===== config.mk =====
export PLATFORM = sky130hd
export DESIGN_NAME = mod_arith_arbiter
export DESIGN_NICKNAME = d
export VERILOG_FILES = /design/src/rtl/mod_arith_pkg.sv /design/src/rtl/mod_add.sv /design/src/rtl/mod_sub.sv /design/src/rtl/mod_arith_arbiter.sv
export SDC_FILE = /design/constraint.sdc
export NUM_CORES = 1
export LEC_CHECK = 0
export BUFFER_PORTS_ARGS = -buffer_cell sky130_fd_sc_hd__buf_2
export CELL_PAD_IN_SITES_DETAIL_PLACEMENT = 1
export CELL_PAD_IN_SITES_GLOBAL_PLACEMENT = 1
export CORE_MARGIN = 3
export CORE_UTILIZATION = 30
export CTS_BUF_LIST = sky130_fd_sc_hd__clkbuf_16
export CTS_CLUSTER_SIZE = 10
export DETAILED_ROUTE_END_ITERATION = 12
export PLACE_DENSITY_LB_ADDON = 0.3
export SLEW_MARGIN = 20
export SYNTH_ARGS = -nofsm -noshare
export SYNTH_HDL_FRONTEND = slang
export SYNTH_SLANG_ARGS = --single-unit

===== constraint.sdc =====
create_clock -name clk -period 6.9 [get_ports clk]
set_input_delay 1.38 -clock clk [delete_from_list [all_inputs] [get_ports clk]]
set_output_delay 1.38 -clock clk [all_outputs]
set_load 0.1 [all_outputs]

===== src/rtl/mod_arith_pkg.sv =====
// Shared opcode definitions for the modular arithmetic unit and its clients.
package mod_arith_pkg;

  // Requester opcode: one bit per requester on the req_op bus
  typedef enum logic {
    OP_ADD = 1'b0,
    OP_SUB = 1'b1
  } op_e;

endpackage


===== src/rtl/mod_add.sv =====
// Modular adder: C = (A + B) mod modulus, for operands already below modulus.
module mod_add #(
  parameter int WIDTH = 32
) (
  input  logic [WIDTH-1:0] A,
  input  logic [WIDTH-1:0] B,
  input  logic [WIDTH-1:0] modulus,
  output logic [WIDTH-1:0] C
);

  logic [WIDTH:0] w_sum;
  logic           w_wrap;

  // Add with one guard bit so the carry is kept, then subtract q once if the sum reached it
  always_comb begin
    w_sum  = {1'b0, A} + {1'b0, B};
    w_wrap = (w_sum >= {1'b0, modulus});
    C      = w_wrap ? WIDTH'(w_sum - {1'b0, modulus}) : w_sum[WIDTH-1:0];
  end

endmodule


===== src/rtl/mod_sub.sv =====
// Modular subtractor: C = (A - B) mod modulus, for operands already below modulus.
module mod_sub #(
  parameter int WIDTH = 32
) (
  input  logic [WIDTH-1:0] A,
  input  logic [WIDTH-1:0] B,
  input  logic [WIDTH-1:0] modulus,
  output logic [WIDTH-1:0] C
);

  logic [WIDTH:0] w_diff;
  logic           w_neg;

  // The guard bit of the difference acts as the sign; add q back once when it went negative
  always_comb begin
    w_diff = {1'b0, A} - {1'b0, B};
    w_neg  = w_diff[WIDTH];
    C      = w_neg ? WIDTH'(w_diff[WIDTH-1:0] + modulus) : w_diff[WIDTH-1:0];
  end

endmodule


===== src/rtl/mod_arith_arbiter.sv =====
// Round-robin arbiter in front of a two-stage modular add/subtract pipeline.
// S1 holds the granted operands, S2 holds the result; both advance together
// whenever the response slot is free or being drained this cycle.
module mod_arith_arbiter
  import mod_arith_pkg::*;
#(
  parameter int WIDTH = 32,
  parameter int NREQ  = 4,
  parameter int IDW   = 2
) (
  input  logic                  clk,
  input  logic                  rst,
  input  logic [WIDTH-1:0]      modulus,
  input  logic [NREQ-1:0]       req_valid,
  output logic [NREQ-1:0]       req_ready,
  input  logic [NREQ-1:0]       req_op,
  input  logic [NREQ*WIDTH-1:0] req_a,
  input  logic [NREQ*WIDTH-1:0] req_b,
  output logic                  rsp_valid,
  input  logic                  rsp_ready,
  output logic [IDW-1:0]        rsp_id,
  output logic [WIDTH-1:0]      rsp_data,
  output logic                  busy
);

  logic             r_s1Valid;
  logic [IDW-1:0]   r_s1Id;
  op_e              r_s1Op;
  logic [WIDTH-1:0] r_s1A;
  logic [WIDTH-1:0] r_s1B;

  logic             r_s2Valid;
  logic [IDW-1:0]   r_s2Id;
  logic [WIDTH-1:0] r_s2Data;

  logic [IDW-1:0]   r_ptr;

  logic             w_advance;
  logic             w_grantValid;
  logic [IDW-1:0]   w_grantIdx;
  logic             w_accept;
  logic [IDW-1:0]   w_ptrNext;
  logic [WIDTH-1:0] w_addC;
  logic [WIDTH-1:0] w_subC;
  logic [WIDTH-1:0] w_result;

  assign w_advance = !r_s2Valid || rsp_ready;
  assign w_accept  = w_grantValid && w_advance;
  assign w_ptrNext = (w_grantIdx == IDW'(NREQ - 1)) ? '0 : w_grantIdx + 1'b1;

  // Round-robin search starting at the pointer; walking offsets downwards lets the
  // smallest cyclic offset with a valid request overwrite the others
  always_comb begin
    w_grantValid = 1'b0;
    w_grantIdx   = '0;
    for (int k = NREQ - 1; k >= 0; k--) begin
      if (req_valid[IDW'((int'(r_ptr) + k) % NREQ)]) begin
        w_grantValid = 1'b1;
        w_grantIdx   = IDW'((int'(r_ptr) + k) % NREQ);
      end
    end
  end

  // One-hot accept back to the granted requester; suppressed while reset is held
  always_comb begin
    req_ready = '0;
    if (w_accept && !rst) begin
      req_ready[w_grantIdx] = 1'b1;
    end
  end

  mod_add #(.WIDTH(WIDTH)) u_add (
    .A       (r_s1A),
    .B       (r_s1B),
    .modulus (modulus),
    .C       (w_addC)
  );

  mod_sub #(.WIDTH(WIDTH)) u_sub (
    .A       (r_s1A),
    .B       (r_s1B),
    .modulus (modulus),
    .C       (w_subC)
  );

  assign w_result = (r_s1Op == OP_SUB) ? w_subC : w_addC;

  // Pipeline and pointer state; nothing moves while the response slot is stalled
  always_ff @(posedge clk) begin
    if (rst) begin
      r_s1Valid <= 1'b0;
      r_s1Id    <= '0;
      r_s1Op    <= OP_ADD;
      r_s1A     <= '0;
      r_s1B     <= '0;
      r_s2Valid <= 1'b0;
      r_s2Id    <= '0;
      r_s2Data  <= '0;
      r_ptr     <= '0;
    end else if (w_advance) begin
      r_s1Valid <= w_accept;
      if (w_accept) begin
        r_s1Id <= w_grantIdx;
        r_s1Op <= op_e'(req_op[w_grantIdx]);
        r_s1A  <= req_a[w_grantIdx*WIDTH +: WIDTH];
        r_s1B  <= req_b[w_grantIdx*WIDTH +: WIDTH];
        r_ptr  <= w_ptrNext;
      end
      r_s2Valid <= r_s1Valid;
      if (r_s1Valid) begin
        r_s2Id   <= r_s1Id;
        r_s2Data <= w_result;
      end
    end
  end

  assign rsp_valid = r_s2Valid;
  assign rsp_id    = r_s2Id;
  assign rsp_data  = r_s2Data;
  assign busy      = r_s1Valid || r_s2Valid;

endmodule


* Word level (Yosys, flattened, before mapping)
Cells that the tools add are included.
** Storage, ports and cells
- Register bits after elaboration :: 105
- Bits of input ports :: 299
- Word-level logic and storage cells :: 65
** Cells by class
- $add $sub $neg :: 8
- Magnitude comparators :: 7
- Eq/ne operators :: 1
- Shift-type cells :: 2
- Muxes and demuxes :: 29
- Reduce and logical (&&, ||, !) cells :: 9
** Operators with widths (count)
- $shiftx 128x8->32 :: 2
- $mux 32 :: 3
- $add 32x32->33 :: 1
- $ge 33x32->1 :: 1
- $sub 32x32->33 :: 1
- $add 32x32->32 :: 1
- $sub 32x32->32 :: 1
- $lt 2x4->1 const B :: 4
- $mux 1 :: 14
- $bmux 1 s2 :: 5
- $mux 2 :: 5
- $add 2x1->2 const B :: 2
- $add 2x2->2 const B :: 2
- $mux 4 :: 1
- $reduce_and 2->1 :: 2
- $logic_and 1x1->1 :: 3
- $lt 2x3->1 const B :: 1
- $demux 1 s2 :: 1
- $eq 2x2->1 const B :: 1
- $ge 2x1->1 const B :: 1
- $logic_not 1->1 :: 2
- $logic_or 1x1->1 :: 2

* Logic depth before layout (Yosys ltp)
Gate-level depths: netlist of run 1.
- Word-level depth :: 13
- Mapped depth :: 23
- Gate-level depth less buffers :: 21

* Cells and area by module
From an unflattened synthesis of run 1, not the netlist that was laid out.
** Unflattened totals
- Cells, all modules :: 1684
- Area total of the unflattened synthesis :: 13606.8 sq um
** By module, submodules not included
- mod_arith_arbiter :: instances 1, cells an instance 560, area an instance 5562.8 sq um
- mod_add :: instances 1, cells an instance 595, area an instance 4136.5 sq um
- mod_sub :: instances 1, cells an instance 529, area an instance 3907.5 sq um

* Least setup slack after synthesis of run 1
OpenSTA, ideal clock, no wires.
- Kind :: input-to-output
- Start point :: input port req_valid[0]
- End point :: output port req_ready[3]
- Arrival time :: 3.886 ns
- Data required time :: 5.520 ns
- Slack :: 1.634 ns
- Stages on the path :: 10
- Buffers on the path :: 3
- Path through :: nor2b_1 > a21oi_1 > nor2_1 > a211o_1 > clkbuf_1 > clkinv_1 > clkbuf_1 > clkbuf_1 > ha_1 > and2_1
** Between the ends
- Word-level cells in the longest chain between the ends :: 12
** RTL lines
- start: declaration :: RTL line mod_arith_arbiter.sv:14 : input logic [NREQ-1:0] req_valid,
- $bmux 1 s2 :: RTL line mod_arith_arbiter.sv:57 : if (req_valid[IDW'((int'(r_ptr) + k) % NREQ)]) begin
- $mux 1 (not written as such) (2 in series) :: RTL line mod_arith_arbiter.sv:57
- $mux 2 (3 in series) :: RTL line mod_arith_arbiter.sv:57
- $mux 2 * :: RTL line mod_arith_arbiter.sv:57
- net w_grantIdx[0] :: RTL line mod_arith_arbiter.sv:40 : logic [IDW-1:0] w_grantIdx;
- $lt 2x3->1 (not written as such) / $ge 2x1->1 (equally long branches) :: RTL line mod_arith_arbiter.sv:68 : req_ready[w_grantIdx] = 1'b1;
- $logic_and 1x1->1 (not written as such) :: RTL line mod_arith_arbiter.sv:68
- $mux 1 (not written as such) :: RTL line mod_arith_arbiter.sv:68
- $demux 1 s2 * :: RTL line mod_arith_arbiter.sv:68
- $mux 4 * :: RTL line mod_arith_arbiter.sv:67 : if (w_accept && !rst) begin
- end: declaration :: RTL line mod_arith_arbiter.sv:15 : output logic [NREQ-1:0] req_ready,
The timed path passes the listed nets; every way through them passes the cells marked *. The select of a mux whose other input is x is not followed.

* Worst setup path in the final report of run 1
- Start point :: register r_s1B[7]
- End point :: register r_s2Data[18] (netlist: rsp_data[18])
** Between the ends
- Word-level cells in the longest chain between the ends :: 4
** RTL lines
- start: declaration :: RTL line mod_arith_arbiter.sv:30 : logic [WIDTH-1:0] r_s1B;
- start signal: assignment :: RTL line mod_arith_arbiter.sv:106 : r_s1B <= req_b[w_grantIdx*WIDTH +: WIDTH];
- $add 32x32->33 / $sub 32x32->33 (equally long branches) :: RTL line mod_add.sv:16, mod_sub.sv:16
- $sub 32x32->32, or another cell as far along :: RTL line mod_add.sv:18 : C = w_wrap ? WIDTH'(w_sum - {1'b0, modulus}) : w_sum[WIDTH-1:0];
- $mux 32, on equally long branches :: RTL line mod_add.sv:18, mod_sub.sv:18
- $mux 32 * :: RTL line mod_arith_arbiter.sv:86 : assign w_result = (r_s1Op == OP_SUB) ? w_subC : w_addC;
- end signal: assignment :: RTL line mod_arith_arbiter.sv:112 : r_s2Data <= w_result;
- end: declaration :: RTL line mod_arith_arbiter.sv:34 : logic [WIDTH-1:0] r_s2Data;
Mark *: on every way between the ends. The rest lies on a longest branch, timed or not.
A chain may end at the register's enable or synchronous reset.

==> results of run 1 <==
==> area by class of cell <==
class                      instances  area share
multi-input combinational       1685       0.664
sequential                       105       0.129
timing repair buffer             360       0.115
tap                              600      0.0460
inverter                         117      0.0271
clock buffer                       9      0.0138
clock inverter                     7     0.00422
antenna                            2    0.000307
==> per-layer routing <==
layer	share of wire	track usage	wire, um
met2	0.46	0.424	30000
met3	0.052	0.0458	3400
met5	0.00042	0	27
met4	0.014	0.0472	928
met1	0.47	0.342	30600
==> stage by stage <==
stage / cell area (um2) / std cells / hold slack, ns
floorplan: 13900 / 2037 / 0.432
global placement: 16000 / 2867 / 0.445
detailed placement: 16000 / 2867 / 0.460
CTS: 16300 / 2883 / 0.477
global route: 16300 / 2884 / 0.500
finish: 16300 / 2885 / 0.472
==> kinds of logic (layout without fill, tap and decap cells) <==
family / after synthesis / in the layout / synth area share
and+or+nand+nor: 798 / 798 / 0.264
AOI/OAI and AO/OA: 626 / 626 / 0.309
buffers and inverters: 247 / 493 / 0.0696
adders and majority gates: 135 / 135 / 0.124
DFF: 105 / 105 / 0.152
xor gates and xnor gates: 103 / 103 / 0.0651
muxes: 23 / 23 / 0.0168
other: 0 / 2 / 0
==> final timing paths <==
kind	start	end	cells past startpoint
worst min-delay path	rsp_data[8]$_SDFFE_PP0P_	rsp_data[8]$_SDFFE_PP0P_	2
worst min register to register	rsp_data[8]$_SDFFE_PP0P_	rsp_data[8]$_SDFFE_PP0P_	2
worst max-delay path	r_s1B[7]$_SDFFE_PP0P_	rsp_data[18]$_SDFFE_PP0P_	20
worst max register to register	r_s1B[7]$_SDFFE_PP0P_	rsp_data[18]$_SDFFE_PP0P_	20
==> synthesized netlist by cell type, types with 25 or more instances <==
library cell and number:
nand2_1 340, a21oi_1 200, nor2_1 188, ha_1 131, inv_1 115, clkbuf_1 113, dfxtp_1 105, o21ai_0 77
xnor2_1 74, and3_1 73, a311oi_1 63, nand3_1 43, a211oi_1 36, nor3_1 34, a21o_1 31, xor2_1 29
o31ai_1 25
==> power by group <==
part	leakage (uW)	internal, uW	switching [uW]
combinational	0.00666	2130	4090
sequential	0.000869	743	130
clock	0.000153	282	270
==> sequential cells by signal, summed over array words and instances, names as in the netlist <==
signal,flops
r_ptr,2
r_s1A,32
r_s1B,32
r_s1Id,2
r_s1Op,1
r_s1Valid,1
rsp_data,32
rsp_id,2
rsp_valid,1
==> worst reg2reg max path, stage by stage (launching register included) <==
cell and delay, ns:
dfxtp_1 0.36, inv_1 0.06, ha_1 0.42, nor4_1 0.61
nor3b_1 0.34, a221oi_1 0.18, a31oi_1 0.54, a221o_1 0.37
a311o_1 0.20, xnor2_1 0.22, ha_1 0.36, nand2_1 0.17
o21bai_1 0.15, nor2_1 0.16, or4bb_1 0.53, and4b_1 0.28
nor2_4 0.44, buf_12 0.24, nor2_1 0.07, a211o_1 0.28
a32o_1 0.26
==> qor.yml, run 1 <==
worst_setup_path:
  crit_required_ns: 7.18
  critPathKind: "reg2reg"
  slowest_stage: "nor4_1"
  regToRegSetupSlack_ns: 0.55
  cp_top_family: "simple AND/OR/NAND/NOR gates"
  end_kind: "register"
  cp_cell_sequence: "inv_1 > ha_1 > nor4_1 > nor3b_1 > a221oi_1 > a31oi_1 > a221o_1 > a311o_1 > xnor2_1 > ha_1 > nand2_1 > o21bai_1 > nor2_1 > or4bb_1 > and4b_1 > nor2_4 > buf_12 > nor2_1 > a211o_1 > a32o_1"
  cp.arrival_ns: 6.63
  path_buf_inv: 2
  worstSetupStartpointType: "register"
  cp_max_fo: 26
  slowest_delay_ns: 0.61
synthesis:
  yosys_warnings: 0
  ys_ff_latch: 105
  synth_top_area_share: 0.152
  synth_area_leaders: "dfxtp_1 (15%), ha_1 (12%), nand2_1 (9.2%), a21oi_1 (7.2%), nor2_1 (5.1%)"
  synth.distinct_cells: 93
  ys.flop_type: "dfxtp_1"
  yosysTopAreaCell: "dfxtp_1"
  ys_seq_area_frac: 0.152
  synthCells: 2037
  synthArstFlopShare: 0
  syn-num-nets: 2471
  synth-edff-count: 0
  avgSynthCellArea_um2: 6.81
  syn_area_um2: 13900
final_layout:
  utilization: 0.359
  mostFrequentLayoutCells: "nand2_1 (340), buf_2 (338), a21oi_1 (200), nor2_1 (188), ha_1 (131)"
  mostFrequentLayoutCell: "nand2_1"
  drive_gt1_frac: 0.179
  area_growth_pct: 17.6
  seqCellArea_um2: 2100
  nFillCells: 5916
  multi_input_area_um2: 10800
  fin_nets: 2712
sta:
  finalHoldViolations: 0
  setup_slack_ns: 0.550
  setup_tns_ns: 0
  slew_viol_final: 0
  fin_crit_ns: 6.35
  rsz0062_at_grt: "false"
  skew_ns: 0.00815
  relSlewSlack: 0.383
  fmax_ghz: 0.157
  period_share: 0.920
  setup_violations: 0
  worst_pin_slew_ns: 0.913
global_route:
  grt_max_degree: 92
  grt_pass1_vias: 16500
  antenna_found_initial: 4
  grt_usage: 0.253
  grt_pass1_wl_um: 98600
  overflow: 0
floorplanning:
  placementRows: 78
  start_util: 0.305
  dieArea_um2: 48800
  die_w_um: 221
  die_y_um: 221
  core_um2: 45500
  pin_count: 339
pwr:
  powerDensity_nw_per_um2: 469
  ir_drop_mv: 0.287
  p_leak_uw: 0.00768
  design_power_total_uw: 7650
clocking:
  clock-sinks: 105
  clockRootBuffer: "clkbuf_16"
  cts_resized: 0
  clockBufferDepth: 2
  hold_buffers: 0
  clk_pin_slew_ns: 0.08
  clk_latency_ns: 0.38
  cts_tree: "built"
  post_cts_buffers: 0
  h-tree-depth: 3
  numCtsBuffers: 9
place:
  pre_cts_ws_ns: 0.601
  post-dp-hpwl_um: 53700
  portBuffers: 338
  place_congestion: 0.964
route:
  drtIter0Drc: 1078
  firstDrtPassIters: 5
  viasPerCell: 5.63
  postRouteAntennaNets: 0
  drcViolationCount: 0
  vias: 16200
  wire_per_inst_um: 22.5
  totalWireLength_um: 64900
run:
  cap_violations: 0
outcome:
  status: "complete, no violations"
hold_path:
  hold_class: "reg2reg"
(Power assumes the default switching activity.)
==> inputs of run 2 (changes only) <==
--- a/config.mk
+++ b/config.mk
@@ -8,7 +8,6 @@
 export BUFFER_PORTS_ARGS = -buffer_cell sky130_fd_sc_hd__buf_2
 export CELL_PAD_IN_SITES_DETAIL_PLACEMENT = 1
 export CELL_PAD_IN_SITES_GLOBAL_PLACEMENT = 1
-export CORE_MARGIN = 3
 export CORE_UTILIZATION = 30
 export CTS_BUF_LIST = sky130_fd_sc_hd__clkbuf_16
 export CTS_CLUSTER_SIZE = 10
==> run 2 against run 1 <==
Compared with the run above: die area is 3.6% lower; register-to-register slack hardly changed; global-route usage is 2.1 points higher; critical path depth is 1 lower; utilization is 0.074 points lower; highest routed layer unchanged; critical path type unchanged; flip-flop and latch count stayed put.
==> qor.yml, run 2 (synthesis gave the netlist of run 1 again) <==
clocking:
  clk_latency_ns: 0.39
  numCtsBuffers: 9
  cts_resized: 0
  clock-sinks: 105
  cts_tree: "built"
  h-tree-depth: 3
  hold_buffers: 0
  post_cts_buffers: 0
  clockRootBuffer: "clkbuf_16"
  clk_pin_slew_ns: 0.08
  clockBufferDepth: 2
floorplanning:
  pin_count: 339
  core_um2: 45500
  die_w_um: 217
  placementRows: 78
  start_util: 0.305
  dieArea_um2: 47100
  die_y_um: 217
hold_path:
  hold_class: "reg2reg"
worst_setup_path:
  worstSetupStartpointType: "register"
  slowest_stage: "or2_1"
  end_kind: "register"
  slowest_delay_ns: 0.61
  cp_cell_sequence: "inv_1 > ha_1 > nor4_1 > nor3b_1 > a221oi_1 > a31oi_1 > a221oi_1 > mux2_2 > or2_2 > ha_1 > nand2_1 > nor3_1 > and4_1 > nor2_1 > a41oi_2 > or2_1 > o311ai_0 > a31o_2 > a211oi_1"
  cp.arrival_ns: 6.63
  cp_max_fo: 15
  critPathKind: "reg2reg"
  crit_required_ns: 7.19
route:
  drcViolationCount: 0
  drtIter0Drc: 1051
  postRouteAntennaNets: 0
  wire_per_inst_um: 22.7
  viasPerCell: 5.65
  vias: 16300
  totalWireLength_um: 65400
  firstDrtPassIters: 5
pwr:
  power_switching_uw: 4550
  p_clk_frac: 0.069
  powerDensity_nw_per_um2: 471
  comb_power_share: 0.817
  power_switching_share: 0.593
  internal-power_uw: 3120
  design_power_total_uw: 7660
  seqPwrFrac: 0.114
  p_leak_uw: 0.00766
  ir_drop_mv: 0.320
final_layout:
  nFillCells: 5957
  mostFrequentLayoutCells: "nand2_1 (340), buf_2 (338), a21oi_1 (200), nor2_1 (187), ha_1 (131)"
  mostFrequentLayoutCell: "nand2_1"
  multi_input_area_um2: 10800
  fin_nets: 2712
  seqCellArea_um2: 2100
  drive_gt1_frac: 0.179
  utilization: 0.358
  area_growth_pct: 17.4
  fin_area_um2: 16300
  final_cells: 2885
global_route:
  grt_pass1_vias: 16500
  grt_usage: 0.274
  grt_max_degree: 85
  antenna_found_initial: 5
  overflow: 0
  grt_pass1_wl_um: 99400
place:
  dpl-instance-area_um2: 16000
  portBuffers: 338
  placedCellCount: 2867
  post-dp-hpwl_um: 53800
  place_congestion: 0.973
sta:
  finalHoldViolations: 0
  rsz0062_at_grt: "false"
  relSlewSlack: 0.323
  setup_violations: 0
  setup_tns_ns: 0
  worst_pin_slew_ns: 1.01
  slew_viol_final: 0
  fin_crit_ns: 6.34
  period_share: 0.918
  skew_ns: 0.0115
  fmax_ghz: 0.158
outcome:
  status: "complete, no violations"
run:
  cap_violations: 0
-- run 2: changes by cell type in the layout (fill, tap and decap cells not counted) --
cell | previous run | this run
buf_12 | 2 | 1
buf_4 | 20 | 21
bufinv_16 | 1 | 0
clkinv_1 | 0 | 2
clkinv_2 | 1 | 0
clkinv_4 | 1 | 0
clkinvlp_4 | 0 | 1
inv_1 | 117 | 116
inv_6 | 2 | 3
nor2_1 | 188 | 187
nor2_2 | 1 | 2
-- run 2: stage by stage --
stage | hold slack, ns | setup slack, ns
final | 0.462 | 0.563
after global routing | 0.482 | 0.196
after CTS | 0.470 | 0.571
after detailed placement | 0.457 | 0.626
after global placement | 0.445 | 0.847
after floorplan | 0.432 | 1.63
-- run 2: path summary, 6_finish.rpt --
path | depth (start not counted) | from | end | slack [ns]
worst min register to register | 2 | rsp_id[1]$_SDFFE_PP0P_ | rsp_id[1]$_SDFFE_PP0P_ | 0.46
worst max register to register | 19 | r_s1B[9]$_SDFFE_PP0P_ | rsp_data[25]$_SDFFE_PP0P_ | 0.56
worst min-delay path | 2 | rsp_id[1]$_SDFFE_PP0P_ | rsp_id[1]$_SDFFE_PP0P_ | 0.46
worst max-delay path | 19 | r_s1B[9]$_SDFFE_PP0P_ | rsp_data[25]$_SDFFE_PP0P_ | 0.56
-- run 2: metal layers --
metal  global-route usage  up-vias  wire length (um)
met5                    0        -                23
met4               0.0568        4              1060
met3               0.0337       47              3020
met2                0.453      468             30300
met1                0.379     7953             31000
li1                     -     7816                 -
-- run 2: power groups by stage --
stage	Combinational [uW]	Sequential, uW	Clock (uW)
finish	6260	874	526
global route	6810	890	557
CTS	6200	876	538
detailed placement	6170	890	0
global placement	6100	883	0
floorplan	4020	1250	0
-- run 2: critical path: cells and delay by family, from the launching register on --
| kind | cells | cell delay [ns] |
|---|---|---|
| AND/OR/NAND/NOR | 8 | 2.67 |
| buffers and inverters | 1 | 0.06 |
| flip-flops | 1 | 0.37 |
| multiplexers | 1 | 0.33 |
| AO/OA/AOI/OAI | 7 | 2.02 |
| adder cells (fa/ha/maj) | 2 | 0.78 |
-- run 2: layout make-up --
cell class	count	share of cell area
inverter	117	0.0271
multi-input combinational	1685	0.666
clock inverter	7	0.00277
tap	600	0.0461
timing repair buffer	360	0.115
antenna	2	0.000308
sequential	105	0.129
clock buffer	9	0.0138
==> inputs of run 3 (changes only) <==
--- a/config.mk
+++ b/config.mk
@@ -10,7 +10,7 @@
 export CELL_PAD_IN_SITES_GLOBAL_PLACEMENT = 1
 export CORE_UTILIZATION = 30
 export CTS_BUF_LIST = sky130_fd_sc_hd__clkbuf_16
-export CTS_CLUSTER_SIZE = 10
+export CTS_CLUSTER_SIZE = 28
 export DETAILED_ROUTE_END_ITERATION = 12
 export PLACE_DENSITY_LB_ADDON = 0.3
 export SLEW_MARGIN = 20
==> constraint.sdc (replaced) <==
create_clock -name clk -period 7.2 [get_ports clk]
set_input_delay 1.44 -clock clk [delete_from_list [all_inputs] [get_ports clk]]
set_output_delay 1.44 -clock clk [all_outputs]
set_load 0.1 [all_outputs]
==> run 3 against run 2 <==
Compared with the run above: register-to-register slack improved by 0.08 ns; sequential share of layout area about the same; via count increased by 0.45%; global-route usage decreased by 0.53 points; highest routed layer unchanged.
==> qor.yml, run 3 (synthesis gave the netlist of run 1 again) <==
pwr:
  seqPwrFrac: 0.115
  powerDensity_nw_per_um2: 452
  design_power_total_uw: 7330
  ir_drop_mv: 0.209
  internal-power_uw: 3000
  p_leak_uw: 0.00762
  comb_power_share: 0.809
  p_clk_frac: 0.076
  power_switching_uw: 4330
  power_switching_share: 0.591
clocking:
  numCtsBuffers: 9
  h-tree-depth: 3
  post_cts_buffers: 0
  clk_latency_ns: 0.40
  clockRootBuffer: "clkbuf_16"
  clockBufferDepth: 2
  hold_buffers: 0
  clock-sinks: 105
  cts_tree: "built"
  cts_resized: 0
  clk_pin_slew_ns: 0.09
hold_path:
  hold_depth: 2
  hold_class: "reg2reg"
floorplanning:
  start_util: 0.305
  placementRows: 78
  die_w_um: 217
  die_y_um: 217
  core_um2: 45500
  dieArea_um2: 47100
  pin_count: 339
global_route:
  met2_usage: 0.418
  antenna_found_initial: 6
  grt_pass1_wl_um: 97200
  grt_usage: 0.269
  grt_pass1_vias: 16500
  overflow: 0
  grt_max_degree: 85
  met3_usage: 0.0390
  met1_usage: 0.364
  busiest_layer: "met2"
worst_setup_path:
  cp-startpoint: "r_s1B[9]$_SDFFE_PP0P_"
  regToRegSetupSlack_ns: 0.64
  cp.arrival_ns: 6.86
  crit_end: "rsp_data[25]$_SDFFE_PP0P_"
  crit_required_ns: 7.50
  cp_max_fo: 15
  reg2reg_to: "rsp_data[25]$_SDFFE_PP0P_"
  worstSetupStartpointType: "register"
  reg2reg_from: "r_s1B[9]$_SDFFE_PP0P_"
  r2r_cells: 19
  end_kind: "register"
  critPathKind: "reg2reg"
route:
  postRouteAntennaNets: 0
  vias: 16400
  totalWireLength_um: 64300
  firstDrtPassIters: 5
  drcViolationCount: 0
  wire_per_inst_um: 22.4
  drtIter0Drc: 1065
  viasPerCell: 5.69
final_layout:
  fin_nets: 2703
  final_cells: 2877
  mostFrequentLayoutCells: "nand2_1 (340), buf_2 (338), a21oi_1 (200), nor2_1 (188), ha_1 (131)"
  area_growth_pct: 17.1
  drive_gt1_frac: 0.176
  utilization: 0.357
  mostFrequentLayoutCell: "nand2_1"
  nFillCells: 5936
outcome:
  status: "complete, no violations"
sta:
  rsz0062_at_grt: "false"
  setup_violations: 0
  fmax_ghz: 0.153
  period_share: 0.910
  fin_crit_ns: 6.56
  finalHoldViolations: 0
  worst_pin_slew_ns: 1.02
  setup_tns_ns: 0
  slew_viol_final: 0
  relSlewSlack: 0.318
  skew_ns: 0.0190
place:
  placedCellCount: 2858
  place_congestion: 0.961
  portBuffers: 338
  post-dp-hpwl_um: 52600
run:
  cap_violations: 0
run 3: cell types whose count changed in the layout (fill, tap and decap cells not counted), sizes merged:
cell | previous run | this run
inv | 121 | 120
bufinv | 0 | 1
diode | 2 | 3
buf | 360 | 351
run 3: stage by stage:
step	setup WS, ns	area [um2]	hold slack [ns]
global route	0.167	16200	0.488
finish	0.645	16200	0.467
detailed placement	0.713	15900	0.457
CTS	0.691	16200	0.471
floorplan	1.81	13900	0.432
global placement	0.963	15900	0.449
run 3: worst max-delay path, cell delays in order, from the launching register on:
cell      delay, ns
dfxtp_1        0.37
inv_1          0.06
ha_1           0.46
nor4_1         0.63
nor3b_1        0.33
a221oi_1       0.17
a31oi_1        0.50
a221oi_1       0.26
mux2_2         0.33
or2_2          0.31
ha_1           0.50
nand2_1        0.10
nor3_1         0.37
and4_1         0.31
nor2_1         0.07
a41oi_2        0.31
or2_1          0.63
o311ai_0       0.27
a31o_2         0.30
a211oi_1       0.21
run 3: cell type report:
class                   count  area, um2  share of cell area
diodes                      3       7.51            0.000463
clock buffers               9        225              0.0139
clock inverters             7       83.8             0.00516
inverters                 117        442              0.0272
multi-input cells        1685      10800               0.667
flip-flops and latches    105       2100               0.130
well taps                 600        751              0.0463
repair buffers            351       1790               0.110
run 3: layer usage:
metal / up-vias / routed length [um]
met4: 4 / 2650
li1: 7806 / -
met3: 92 / 3200
met2: 500 / 28100
met1: 7959 / 30300
met5: - / 21
run 3: worst min-delay path by stage:
| stage | slack [ns] | from | to |
|---|---|---|---|
| 3_5_place_dp | 0.46 | r_s1Id[0]$_SDFFE_PP0P_ | rsp_id[0]$_SDFFE_PP0P_ |
| 2_1_floorplan | 0.43 | r_s1Id[0]$_SDFFE_PP0P_ | rsp_id[0]$_SDFFE_PP0P_ |
| 4_1_cts | 0.47 | r_s1Id[0]$_SDFFE_PP0P_ | rsp_id[0]$_SDFFE_PP0P_ |
| 5_1_grt | 0.49 | rsp_id[0]$_SDFFE_PP0P_ | rsp_id[0]$_SDFFE_PP0P_ |
| 6_report | 0.47 | r_s1Id[0]$_SDFFE_PP0P_ | rsp_id[0]$_SDFFE_PP0P_ |
| 3_3_place_gp | 0.45 | r_s1Id[0]$_SDFFE_PP0P_ | rsp_id[0]$_SDFFE_PP0P_ |
run 3: power groups by stage:
stage               Clock, uW  Combinational (uW)  Sequential [uW]
global route              590                6410              855
floorplan                   0                3860             1200
CTS                       576                5850              840
detailed placement          0                5810              853
finish                    559                5930              841
global placement            0                5730              848
